$ cat src/rtl/pipe_flow_ctrl_if.sv
// Signal bundle between the pipeline stages and the flow controller.
// The controller holds the master modport. The pipeline side holds the slave modport.
interface pipe_flow_ctrl_if #(
    parameter int NSTAGE = 6,
    parameter int XLEN   = 32,
    parameter int CNTW   = 32
);
    // No valid/ready pairs here. Every field is sampled or driven every cycle.
    logic [NSTAGE-1:0] stall_req;
    logic [XLEN-1:0]   except_type;
    logic [XLEN-1:0]   cp0_epc;
    logic [NSTAGE-1:0] stall_ctrl;
    logic              flush;
    logic              pc_redirect;
    logic [XLEN-1:0]   pc_new;
    logic              stall_timeout;
    logic [CNTW-1:0]   stall_cnt;

    modport master (
        input  stall_req, except_type, cp0_epc,
        output stall_ctrl, flush, pc_redirect, pc_new, stall_timeout, stall_cnt
    );

    modport slave (
        output stall_req, except_type, cp0_epc,
        input  stall_ctrl, flush, pc_redirect, pc_new, stall_timeout, stall_cnt
    );
endinterface

$ cat src/rtl/pipe_flow_ctrl.sv
// Pipeline flow controller. It merges stall requests, sequences exception flushes
// and PC redirects, and keeps a stall watchdog and a stall performance counter.
module pipe_flow_ctrl #(
    parameter int                NSTAGE    = 6,
    parameter int                XLEN      = 32,
    parameter logic [XLEN-1:0]   INT_VEC   = 32'h00000020,
    parameter logic [XLEN-1:0]   EXC_VEC   = 32'h00000040,
    parameter int                FLUSH_CYC = 1,
    parameter int                STALL_TMO = 1023,
    parameter int                CNTW      = 32,
    localparam int               WDW       = $clog2(STALL_TMO + 1)
) (
    input  logic                 clk,
    input  logic                 rst,
    pipe_flow_ctrl_if.master     bus,
    output logic                 dbg_state,
    output logic [WDW-1:0]       dbg_wdog
);
    typedef enum logic {IDLE = 1'b0, FLUSH = 1'b1} state_t;

    localparam logic [3:0]     FCYC = 4'(FLUSH_CYC);
    localparam logic [WDW-1:0] TMO  = WDW'(STALL_TMO);

    state_t            state, state_nxt;
    logic [3:0]        flush_cnt, cnt_nxt;
    logic [XLEN-1:0]   vec_q, vec_nxt;
    logic [WDW-1:0]    wdog, wdog_nxt;
    logic              timeout_q;
    logic [CNTW-1:0]   cnt_q;
    logic [NSTAGE-1:0] therm, stall_ctrl;
    logic              except_hit, stall_active, redirect;

    // Codes 0x8/0xa/0xc/0xd fall into EXC_VEC together with every other unlisted code.
    function automatic logic [XLEN-1:0] map_vec(input logic [XLEN-1:0] code,
                                                input logic [XLEN-1:0] epc);
        if (code == XLEN'(1))       return INT_VEC;
        else if (code == XLEN'(14)) return epc;
        else                        return EXC_VEC;
    endfunction

    always_comb begin
        therm = '0;
        for (int i = NSTAGE - 1; i >= 0; i--) begin
            therm[i] = (i == NSTAGE - 1) ? bus.stall_req[i] : (bus.stall_req[i] | therm[i+1]);
        end
    end

    assign except_hit   = (bus.except_type != '0);
    assign stall_ctrl   = (!rst && state == IDLE && !except_hit) ? therm : '0;
    assign stall_active = (stall_ctrl != '0);
    assign redirect     = !rst && state == FLUSH && flush_cnt == FCYC;

    always_comb begin
        state_nxt = state;
        cnt_nxt   = flush_cnt;
        vec_nxt   = vec_q;
        case (state)
            IDLE: begin
                if (except_hit) begin
                    state_nxt = FLUSH;
                    cnt_nxt   = FCYC;
                    vec_nxt   = map_vec(bus.except_type, bus.cp0_epc);
                end
            end
            FLUSH: begin
                cnt_nxt = flush_cnt - 4'd1;
                if (flush_cnt == 4'd1) state_nxt = IDLE;
            end
            default: state_nxt = IDLE;
        endcase
    end

    always_comb begin
        wdog_nxt = '0;
        if (stall_active) wdog_nxt = (wdog == TMO) ? wdog : wdog + 1'b1;
    end

    always_ff @(posedge clk) begin
        if (rst) begin
            state     <= IDLE;
            flush_cnt <= '0;
            vec_q     <= '0;
            wdog      <= '0;
            timeout_q <= 1'b0;
            cnt_q     <= '0;
        end else begin
            state     <= state_nxt;
            flush_cnt <= cnt_nxt;
            vec_q     <= vec_nxt;
            wdog      <= wdog_nxt;
            if (wdog_nxt == TMO) timeout_q <= 1'b1;
            if (stall_active)    cnt_q     <= cnt_q + 1'b1;
        end
    end

    assign bus.stall_ctrl    = stall_ctrl;
    assign bus.flush         = !rst && state == FLUSH;
    assign bus.pc_redirect   = redirect;
    assign bus.pc_new        = redirect ? vec_q : '0;
    assign bus.stall_timeout = timeout_q;
    assign bus.stall_cnt     = cnt_q;
    assign dbg_state         = state;
    assign dbg_wdog          = wdog;
endmodule
$ cat src/flat_wrapper.sv
// flat-port wrapper written by rule: the top's interface ports become plain ports
module pipe_flow_ctrl_flat 
#(
    parameter int                NSTAGE    = 6,
    parameter int                XLEN      = 32,
    parameter logic [XLEN-1:0]   INT_VEC   = 32'h00000020,
    parameter logic [XLEN-1:0]   EXC_VEC   = 32'h00000040,
    parameter int                FLUSH_CYC = 1,
    parameter int                STALL_TMO = 1023,
    parameter int                CNTW      = 32,
    localparam int               WDW       = $clog2(STALL_TMO + 1)
)
  (clk, rst, dbg_state, dbg_wdog, bus_stall_req, bus_except_type, bus_cp0_epc, bus_stall_ctrl, bus_flush, bus_pc_redirect, bus_pc_new, bus_stall_timeout, bus_stall_cnt);
  pipe_flow_ctrl_if #(.NSTAGE(NSTAGE), .XLEN(XLEN), .CNTW(CNTW)) bus_i ();
  input  logic clk;
  input  logic rst;
  output logic dbg_state;
  output logic [WDW-1:0] dbg_wdog;
  input wire logic [$bits(bus_i.stall_req)-1:0] bus_stall_req;
  input wire logic [$bits(bus_i.except_type)-1:0] bus_except_type;
  input wire logic [$bits(bus_i.cp0_epc)-1:0] bus_cp0_epc;
  output wire logic [$bits(bus_i.stall_ctrl)-1:0] bus_stall_ctrl;
  output wire logic [$bits(bus_i.flush)-1:0] bus_flush;
  output wire logic [$bits(bus_i.pc_redirect)-1:0] bus_pc_redirect;
  output wire logic [$bits(bus_i.pc_new)-1:0] bus_pc_new;
  output wire logic [$bits(bus_i.stall_timeout)-1:0] bus_stall_timeout;
  output wire logic [$bits(bus_i.stall_cnt)-1:0] bus_stall_cnt;
  assign bus_i.stall_req = bus_stall_req;
  assign bus_i.except_type = bus_except_type;
  assign bus_i.cp0_epc = bus_cp0_epc;
  assign bus_stall_ctrl = bus_i.stall_ctrl;
  assign bus_flush = bus_i.flush;
  assign bus_pc_redirect = bus_i.pc_redirect;
  assign bus_pc_new = bus_i.pc_new;
  assign bus_stall_timeout = bus_i.stall_timeout;
  assign bus_stall_cnt = bus_i.stall_cnt;
  pipe_flow_ctrl #(.NSTAGE(NSTAGE), .XLEN(XLEN), .INT_VEC(INT_VEC), .EXC_VEC(EXC_VEC), .FLUSH_CYC(FLUSH_CYC), .STALL_TMO(STALL_TMO), .CNTW(CNTW)) u_core (.clk(clk), .rst(rst), .bus(bus_i), .dbg_state(dbg_state), .dbg_wdog(dbg_wdog));
endmodule
$ cat config.mk
export PLATFORM = sky130hd
export DESIGN_NAME = pipe_flow_ctrl_flat
export DESIGN_NICKNAME = d
export VERILOG_FILES = /design/src/rtl/pipe_flow_ctrl_if.sv /design/src/rtl/pipe_flow_ctrl.sv /design/src/flat_wrapper.sv
export SDC_FILE = /design/constraint.sdc
export NUM_CORES = 1
export LEC_CHECK = 0
export CORE_ASPECT_RATIO = 1.1
export CORE_MARGIN = 5
export CORE_UTILIZATION = 35
export CTS_BUF_LIST = sky130_fd_sc_hd__clkbuf_2
export CTS_CLUSTER_DIAMETER = 60
export CTS_CLUSTER_SIZE = 30
export DETAILED_ROUTE_END_ITERATION = 10
export PLACE_DENSITY = 0.79
export RECOVER_POWER = 25
export SLEW_MARGIN = 20
export SYNTH_ARGS = -nofsm -noshare
export SYNTH_HDL_FRONTEND = slang
export SYNTH_SLANG_ARGS = --single-unit
$ cat constraint.sdc
create_clock -name clk -period 3.55 [get_ports clk]
set_input_delay 0.71 -clock clk [delete_from_list [all_inputs] [get_ports clk]]
set_output_delay 0.71 -clock clk [all_outputs]
set_load 0.02 [all_outputs]
==> run metrics, run 1 <==
run status complete, no violations; number of global-route vias before repair between 3000 and 4000; post-synthesis compound-gate area fraction 0.1634; Synth area leader dfxtp_1; Synth Area in Adders 0.01334; critical path required time between 2 and 3 ns; Setup Skew 0.04737 ns; yosys synthesis warning count 0; die outline area between 10000 and 15000 sq um; setup TNS 0 ns; number of sinks driven by the clock tree 80; kind of path behind the tightest hold check flip-flop to flip-flop; number of I/O port buffers roughly 160; clock tree from TritonCTS yes; CTS root buffer clkbuf_2; Slew headroom 0.01047; instance count along the most critical hold path 2; ratio of cells with drive above 1 in the final layout 0.08104; number of synthesized register bits 80; number of design-rule violations left by the first detailed-router iteration approximately 150; maximum number of pins on one net before global-route repair 47; clock buffer count from CTS 9; launch instance of the worst min-delay path u_core.flush_cnt[2]; count leader, synth dfxtp_1; wire length of the first global-routing pass ~18 mm; antenna viol nets, final 0; cell count after synthesis between 400 and 500; leading register cell type out of synthesis dfxtp_1; count of cell types in the netlist between 40 and 50; aggregate routed wire length 11.17 mm; H-tree depth 3; Post-Syn Area per Cell slightly above 8 sq um; Routed WL per cell roughly 15 microns; list of most frequent post-synthesis cells dfxtp_1, nor2_1, and2_1, a22oi_1, a21oi_1; global route total overflow 0; area grow syn2layout 53.08%; number of top-level pins around 160; post-DR vias/cell between 5 and 6; placed wire-length estimate after detailed placement approximately 8.4 mm; Ant. Diodes 0; number of synthesized flops with an enable pin 0; fraction of the mapped netlist area in simple logic gates 0.3221; Static Leak ~2.1 nW; cell types occupying the most area after synthesis dfxtp_1, nor2_1, a22oi_1; GR Util All Layers 0.1702; summed instance area of the synthesized netlist between 3000 and 4000 sq um; period utilisation layout 0.9868; worst-case register-to-register setup slack roughly 1.0 ns; total number of placement rows 39; power density normalized to cell area ~310 nW/um^2; Post-CTS Hold Buffers 0; post-route total power ~1.8 mW; Clk Latency, worst-skew pair 0.52 ns; XOR/XNOR share of the synthesized area 0.02801; number of cells on the worst reg-to-reg path 7; Endpoint, Worst Hold u_core.flush_cnt[2]; Synth Net Count about 530; measured slew at the worst slew-check pin ~1.5 ns; portion of netlist area occupied by mux cells 0.005335; Chip Width about 110 microns; Setup violations, final 0; dominant combinational cell family by area after synthesis simple AND/OR/NAND/NOR gates; worst-case clock buffer depth 2; max-slew violation count 0; proportion of netlist area held by the largest area contributor 0.4268; remaining design rule violation count 0; max-cap violation count 0; maximum frequency from static timing analysis 285.5 MHz; minimum period implied by the final worst setup slack 3.503 ns; number of vias after detailed routing between 3000 and 4000; number of antenna violations at the first check in global routing 0; startpoint of the worst register-to-register path u_core.bus.stall_cnt[3]; WS Path Type input pin to output port; 1st-pass router iterations 4; terminus of the critical flop-to-flop path u_core.bus.stall_cnt[27]; share of synthesized flip-flops with an asynchronous set or reset 0; initial core utilization 0.3593; placeable core region about 10000 sq um; kind of launch point of the worst setup path input pin; clock input transition at the sequential cells of the worst setup and hold paths approximately 0.17 ns; data arrival time at the worst-slack endpoint ~2.8 ns; height of the die about 120 microns; total count of hold-check failures in the final report 0; gp weighted congestion slightly above 0.8; sequential cell area fraction in the yosys report 0.4268; maximum resistive drop on vdd 168.6 uV; CP max FO 6; Final #Nets between 600 and 700; type of destination of the critical path output port
final cells by class:
class / count / area [sq um]
Sequential cell: 80 / 1602
Multi-Input combinational cell: 334 / 2027
Clock buffer: 9 / 45.04
Timing Repair Buffer: 175 / 1705
Inverter: 12 / 45.04
Clock inverter: 7 / 141.4
Tap cell: 143 / 178.9
Fill cell: 982 / 4698
where the power goes:
part | internal (mW) | total, mW | switching, mW
combinational | 0.0859 | 0.149 | 0.0632
sequential | 0.906 | 0.910 | 0.00405
clock | 0.375 | 0.694 | 0.320
total | 1.37 | 1.75 | 0.387
routing by layer:
layer | up-vias | wire (microns) | part of all wire | global-route usage
met5 | - | 0 | 0 | 0
met4 | 0 | 218 | 0.020 | 0.07419
met3 | 14 | 777 | 0.070 | 0.04471
met2 | 145 | 5646 | 0.51 | 0.2852
met1 | 1813 | 4523 | 0.41 | 0.2030
li1 | 1957 | - | - | -
repair_timing:
| action | 4_1_cts | 5_1_grt |
|---|---|---|
| setup buffers | 0 | 1 |
| gates resized for setup | 27 | 23 |
| pin swaps | 0 | 11 |
| endpoints found under the setup margin | 6 | 15 |
worst max-delay path, cell delays in order:
cell             delay [ns]
clkdlybuf4s50_1        0.41
nor4_1                 0.26
nand4_1                0.17
or4_4                  0.51
or3_4                  0.44
nor2b_1                0.14
buf_4                  0.15
layout by cell type, fill, tap and decap left out, drive strengths merged, types with 4 or more instances in the layout:
master | Yosys | final
nor2 | 61 | 61
o21ai | 21 | 21
xor2 | 4 | 4
ha | 4 | 4
inv | 12 | 13
dlymetal6s2s | 0 | 16
buf | 4 | 21
clkbuf | 22 | 14
nand2 | 17 | 17
dfxtp | 80 | 80
nand3 | 19 | 19
nor4 | 14 | 14
nor3 | 13 | 13
clkdlybuf4s50 | 0 | 117
o31ai | 8 | 8
dlygate4sd3 | 0 | 15
or4 | 11 | 11
a22oi | 30 | 30
nand4 | 15 | 15
bufinv | 0 | 4
nor2b | 4 | 4
or3 | 18 | 18
a21oi | 29 | 29
xnor2 | 8 | 8
and3 | 6 | 6
and2 | 33 | 33
how the worst max path moves through the flow:
stage | cells after the start | slack [ns] | start | endpoint
6_report | 7 | 0.05 | bus_except_type[8] | bus_stall_ctrl[2]
5_1_grt | 7 | -0.07 | bus_except_type[8] | bus_stall_ctrl[2]
4_1_cts | 6 | 0.003 | bus_except_type[27] | bus_stall_ctrl[2]
3_5_place_dp | 7 | -0.54 | bus_except_type[23] | bus_stall_ctrl[2]
3_3_place_gp | 6 | -0.46 | bus_except_type[27] | bus_stall_ctrl[2]
2_1_floorplan | 6 | 0.27 | bus_except_type[14] | bus_stall_ctrl[2]
kinds of logic (layout without fill, tap and decap cells):
kind of cell             Yosys count  in the layout
buffers and inverters             38            203
adder cells (fa/ha/maj)            4              4
XOR/XNOR                          12             12
AND/OR/NAND/NOR                  218            218
flip-flops                        80             80
AO/OA/AOI/OAI                     98             98
multiplexers                       2              2
registers in the layout, summed over array words and instances, names as in the netlist:
signal and count:
u_core.bus.stall_cnt 32, u_core.vec_q 32, u_core.dbg_wdog 10, u_core.flush_cnt 4, u_core.bus.stall_timeout 1, u_core.dbg_state 1
stage by stage:
stage / area, sq um / instances / worst slack [ns] / utilization / hold WS, ns
after floorplan: 3752 / 452 / 0.2670 / - / 0.4472
after global placement: 5530 / 743 / -0.4577 / 0.5296 / 0.4599
after detailed placement: 5530 / 743 / -0.5398 / 0.5296 / 0.4745
after CTS: 5715 / 759 / 0.002765 / 0.5473 / 0.5023
after global routing: 5744 / 760 / -0.06596 / 0.5501 / 0.5295
final: 5744 / 760 / 0.04684 / 0.5501 / 0.4919
No activity file was read; power rests on OpenSTA's default activity.
==> run 2, diff against run 1 <==
- GPL_TIMING_DRIVEN: not set -> 0
==> run metrics, run 2 (synthesis results as in run 1) <==
max-slew violation count 0 (unchanged); height of the die 118.6 microns (unchanged); CTS root buffer clkbuf_2; worst-case clock buffer depth 2 (unchanged); GR Util All Layers 0.1795 (+0.009254); maximum frequency from static timing analysis 287.5 MHz (+0.71%); number of design-rule violations left by the first detailed-router iteration 193 (+30%); CP top delay family simple AND/OR/NAND/NOR gates; power density normalized to cell area 277.5 nW/um^2 (-9.1%); commonest non-fill, non-tap cell in the layout clkdlybuf4s50_1; type of destination of the critical path output port; number of cells on the worst reg-to-reg path 9 (+2); measured slew at the worst slew-check pin 0.8447 ns (-0.6396 ns); ratio of cells with drive above 1 in the final layout 0.07974 (-0.001292); kind of launch point of the worst setup path input pin; area grow syn2layout 51.58%; Clk Latency, worst-skew pair 0.51 ns (about the same); initial core utilization 0.3593 (unchanged); filler cell count in the final layout 998 (+1.6%); critical path required time 2.84 ns (about the same); placeable core region 10440 sq um (unchanged); data arrival time at the worst-slack endpoint 2.77 ns (-0.02 ns); CP max FO 6 (unchanged); die outline area 12890 sq um (unchanged); clock input transition at the sequential cells of the worst setup and hold paths 0.20 ns (+0.03 ns); H-tree depth 3 (unchanged); wire length of the first global-routing pass 19.01 mm (+4.4%); Slew headroom 0.4320 (+0.4216); area occupied by registers 1602 sq um (unchanged); most frequent cells in the layout clkdlybuf4s50_1, dfxtp_1, nor2_1; number of global-route vias before repair 3984 (+0.23%); placed wire-length estimate after detailed placement 9.081 mm (+8.2%); remaining design rule violation count 0 (unchanged); slowest cell on the critical path or4_4; grt peak-use layer met2; Crit path buffers/inverters 2 (unchanged); global route total overflow 0 (unchanged); total number of placement rows 39 (unchanged); maximum number of pins on one net before global-route repair 16 (-66%); 1st-pass router iterations 7 (+3); number of vias after detailed routing 4066 (+3.5%); utilization after layout 0.5447 (-0.005392); post-DR vias/cell 5.281 (+2.1%); Routed WL per cell 15.29 microns (+4.1%); minimum period implied by the final worst setup slack 3.478 ns (-0.02480 ns); instance count along the most critical hold path 2 (unchanged); maximum resistive drop on vdd 145.9 uV (-13%); number of sinks driven by the clock tree 80 (unchanged); Setup violations, final 0 (unchanged); biggest cell delay along the critical path 0.51 ns (about the same); antenna viol nets, final 0 (unchanged); met1 layer usage reported by global route 0.2159 (+0.01291); met2 GRT Util 0.3091 (+0.02396); kind of path behind the tightest hold check flip-flop to flip-flop; number of I/O port buffers 155 (unchanged); final non-filler cell total 770 (+1.3%); Crit. path cell count 7 (unchanged); met3 global-route usage 0.05234 (+0.007634); Setup Skew 0.03186 ns (-0.01551 ns); CP cell instances clkdlybuf4s50_1 > nor4_2 > nand2_1 > or4_4 > or3_4 > nor2b_1 > buf_4; worst-case register-to-register setup slack 0.82 ns (-0.22 ns); Static Leak 2.056 nW (-3.0%); hold slack 0.5011 ns (+0.009213 ns); run status complete, no violations; clock tree from TritonCTS yes; Chip Width 108.7 microns (unchanged); period utilisation layout 0.9798 (-0.006986); DP Cell Count 750 (+0.94%); aggregate routed wire length 11.77 mm (+5.4%); gp weighted congestion 0.8175 (-0.32%); Ant. Diodes 0 (unchanged); total count of hold-check failures in the final report 0 (unchanged); max-cap violation count 0 (unchanged); number of antenna violations at the first check in global routing 0 (unchanged); Post-CTS Hold Buffers 0 (unchanged); Final #Nets 698 (+1.5%); multi-input gate area in the final layout 2046 sq um (+0.93%); WS Path Type input pin to output port; number of top-level pins 156 (unchanged); clock buffer count from CTS 9 (unchanged); setup TNS 0 ns (unchanged)
-- run 2: cell types whose count changed in the layout (fill, tap and decap cells not counted), sizes merged --
cell           change
bufinv             -3
dlymetal6s2s       -9
dlygate4sd3        +6
clkbuf            +18
buf                -9
clkinvlp           -1
inv                +2
clkinv             +2
clkdlybuf4s50      +4
-- run 2: final timing paths --
path	startpoint	end
min reg2reg	u_core.bus.stall_cnt[31]	u_core.bus.stall_cnt[31]
max reg2reg	u_core.bus.stall_cnt[3]	u_core.bus.stall_cnt[29]
max	bus_except_type[25]	bus_stall_ctrl[2]
min	u_core.bus.stall_cnt[31]	u_core.bus.stall_cnt[31]
-- run 2: layout make-up --
cell class,count,area share
well taps,143,0.03146
inverters,12,0.007919
clock inverters,7,0.01364
clock buffers,9,0.007919
repair buffers,160,0.2785
multi-input cells,334,0.3597
plain buffers,25,0.01936
flip-flops and latches,80,0.2816
-- run 2: repair_timing --
| action | CTS | global route |
|---|---|---|
| resized for setup | 38 | 11 |
| pin swaps | 3 | 8 |
| endpoints found under the setup margin | 36 | 35 |
| buffers inserted | 2 | 3 |
-- run 2: power by group --
group          switching (mW)  internal (mW)
Clock                   0.341          0.172
Sequential            0.00440          0.907
Combinational          0.0660         0.0879
Total                   0.411           1.17
-- run 2: stage by stage --
stage,total power [mW],setup slack (ns),area (sq um)
6_report,1.578,0.07164,5688
5_1_grt,1.649,-0.001134,5688
4_1_cts,1.595,-0.005957,5650
3_5_place_dp,1.078,-0.7695,5483
3_3_place_gp,1.074,-0.7347,5483
2_1_floorplan,0.9722,0.2670,3752
-- run 2: routing by layer --
metal | wire, microns | vias up
li1 | - | 1979
met1 | 4787 | 1915
met2 | 5891 | 153
met3 | 876 | 19
met4 | 217 | 0
met5 | 0 | -
-- run 2: worst register-to-register path: cells and delay by family (launching register included) --
| family | cells | cell delay, ns |
|---|---|---|
| AND/OR/NAND/NOR | 4 | 0.90 |
| buffers and inverters | 3 | 0.83 |
| flip-flops | 1 | 0.52 |
| AO/OA/AOI/OAI | 2 | 0.38 |
==> run 3, diff against run 2 <==
- PLACE_DENSITY: 0.79 -> not set
- PLACE_DENSITY_LB_ADDON: not set -> 0.3
- clock period: 3.55 -> 4.4 ns (I/O delays scaled with it)
==> run metrics, run 3 (synthesis results as in run 1) <==
CTS root buffer clkbuf_2; final non-filler cell total 767 (-0.39%); placed wire-length estimate after detailed placement 9.169 mm (+0.98%); clock input transition at the sequential cells of the worst setup and hold paths 0.24 ns (+0.04 ns); number of sinks driven by the clock tree 80 (unchanged); total count of hold-check failures in the final report 0 (unchanged); WS Path Type input pin to output port; worst-case clock buffer depth 2 (unchanged); pre-CTS setup slack -0.2090 ns (+0.5605 ns); number of top-level pins 156 (unchanged); run status complete, no violations; initial core utilization 0.3593 (unchanged); Slew headroom 0.3971 (-0.03491); Setup Skew 0.02854 ns (-0.003321 ns); setup TNS 0 ns (unchanged); Critical Path Source bus_except_type[27]; critical path required time 3.52 ns (+0.68 ns); H-tree depth 3 (unchanged); number of design-rule violations left by the first detailed-router iteration 165 (-15%); wire length of the first global-routing pass 19.31 mm (+1.6%); CP max FO 6 (unchanged); max-slew violation count 0 (unchanged); placeable core region 10440 sq um (unchanged); 1st-pass router iterations 4 (-3); Final #Nets 695 (-0.43%); Worst Setup Slack, final 0.1657 ns (+0.09410 ns); most frequent cells in the layout clkdlybuf4s50_1, dfxtp_1, nor2_1; maximum resistive drop on vdd 128.9 uV (-12%); Chip Width 108.7 microns (unchanged); number of global-route vias before repair 4065 (+2.0%); number of antenna violations at the first check in global routing 0 (unchanged); GR Util All Layers 0.1842 (+0.004691); height of the die 118.6 microns (unchanged); number of vias after detailed routing 4022 (-1.1%); maximum frequency from static timing analysis around 240 MHz; die outline area 12890 sq um (unchanged); ratio of cells with drive above 1 in the final layout 0.04487 (-0.03487); Post-CTS Hold Buffers 0 (unchanged); kind of path behind the tightest hold check flip-flop to flip-flop; Clk Latency, worst-skew pair 0.56 ns (+0.05 ns); RSZ-0062 raised after global routing false; Static Leak 1.949 nW (-5.2%); area grow syn2layout 49.08%; startpoint of the worst register-to-register path u_core.bus.stall_cnt[3]; total number of placement rows 39 (unchanged); commonest non-fill, non-tap cell in the layout clkdlybuf4s50_1; remaining design rule violation count 0 (unchanged); period utilisation layout 0.9623; clock tree from TritonCTS yes; number of I/O port buffers 155 (unchanged); post-DR vias/cell 5.244 (-0.70%); data arrival time at the worst-slack endpoint 3.35 ns (+0.58 ns); minimum period implied by the final worst setup slack around 4.2 ns; measured slew at the worst slew-check pin 0.8966 ns (+0.05192 ns); Ant. Diodes 0 (unchanged); max-cap violation count 0 (unchanged); Routed WL per cell 15.29 microns (about the same); type of destination of the critical path output port; antenna viol nets, final 0 (unchanged); aggregate routed wire length 11.73 mm (-0.37%); clock buffer count from CTS 9 (unchanged); maximum number of pins on one net before global-route repair 16 (unchanged); DP Cell Count 750 (unchanged); kind of launch point of the worst setup path input pin; Setup violations, final 0 (unchanged); global route total overflow 0 (unchanged); power density normalized to cell area 228.5 nW/um^2 (-18%); launch instance of the worst min-delay path u_core.bus.stall_timeout; gp weighted congestion 0.8213 (+0.46%)
==> run 3: changes by cell type in the layout (fill, tap and decap cells not counted), moves of 4 or more <==
cell / change
clkbuf_1: +5
dlymetal6s2s_1: -7
dlygate4sd2_1: +4
buf_4: -5
clkbuf_2: -4
nor4_1: +4
clkdlybuf4s50_1: +6
nor4_2: -4
==> run 3: critical path, stage by stage <==
cell and delay [ns]:
clkdlybuf4s50_1 0.42, or4_1 0.60, or4_4 0.45, or3_1 0.35
clkbuf_1 0.17, nor2b_1 0.14, dlygate4sd2_1 0.35
==> run 3: report_power, final <==
| part | switching [mW] | internal, mW |
|---|---|---|
| Clock | 0.285 | 0.136 |
| Sequential | 0.00346 | 0.732 |
| Combinational | 0.0518 | 0.0701 |
| Total | 0.340 | 0.938 |
==> run 3: final timing paths <==
check	to	slack, ns	depth (start not counted)
max reg2reg	u_core.bus.stall_cnt[27]	1.74	9
min	u_core.bus.stall_timeout	0.50	2
min reg2reg	u_core.bus.stall_timeout	0.50	2
max	bus_stall_ctrl[2]	0.17	7
==> run 3: area by class of cell <==
| class | count | area (sq um) |
|---|---|---|
| well taps | 143 | 178.9 |
| plain buffers | 26 | 101.3 |
| clock buffers | 9 | 45.04 |
| multi-input cells | 334 | 1992 |
| fillers | 1007 | 4848 |
| inverters | 12 | 45.04 |
| flip-flops and latches | 80 | 1602 |
| clock inverters | 7 | 77.57 |
| repair buffers | 156 | 1553 |
==> run 3: per-layer routing <==
metal,vias to the layer above,global-route usage,part of all wire
met5,-,0,0
met4,0,0.04578,0.013
li1,1981,-,-
met3,18,0.07634,0.088
met2,142,0.3056,0.48
met1,1881,0.2196,0.42
==> run 3: repair_timing <==
action / 4_1_cts / 5_1_grt
pin swaps: 1 / 1
setup endpoints to repair: 5 / 1
gates resized for setup: 6 / 2
setup buffers: 1 / 0
==> run 3: metrics by stage <==
step           power [mW]  area, sq um  hold slack [ns]  utilization
2_1_floorplan      0.7844         3752           0.4472            -
3_3_place_gp       0.8683         5483           0.4661       0.5250
3_5_place_dp       0.8712         5483           0.4749       0.5250
4_1_cts             1.291         5613           0.5021       0.5375
5_1_grt             1.338         5594           0.5349       0.5357
6_report            1.278         5594           0.4964       0.5357
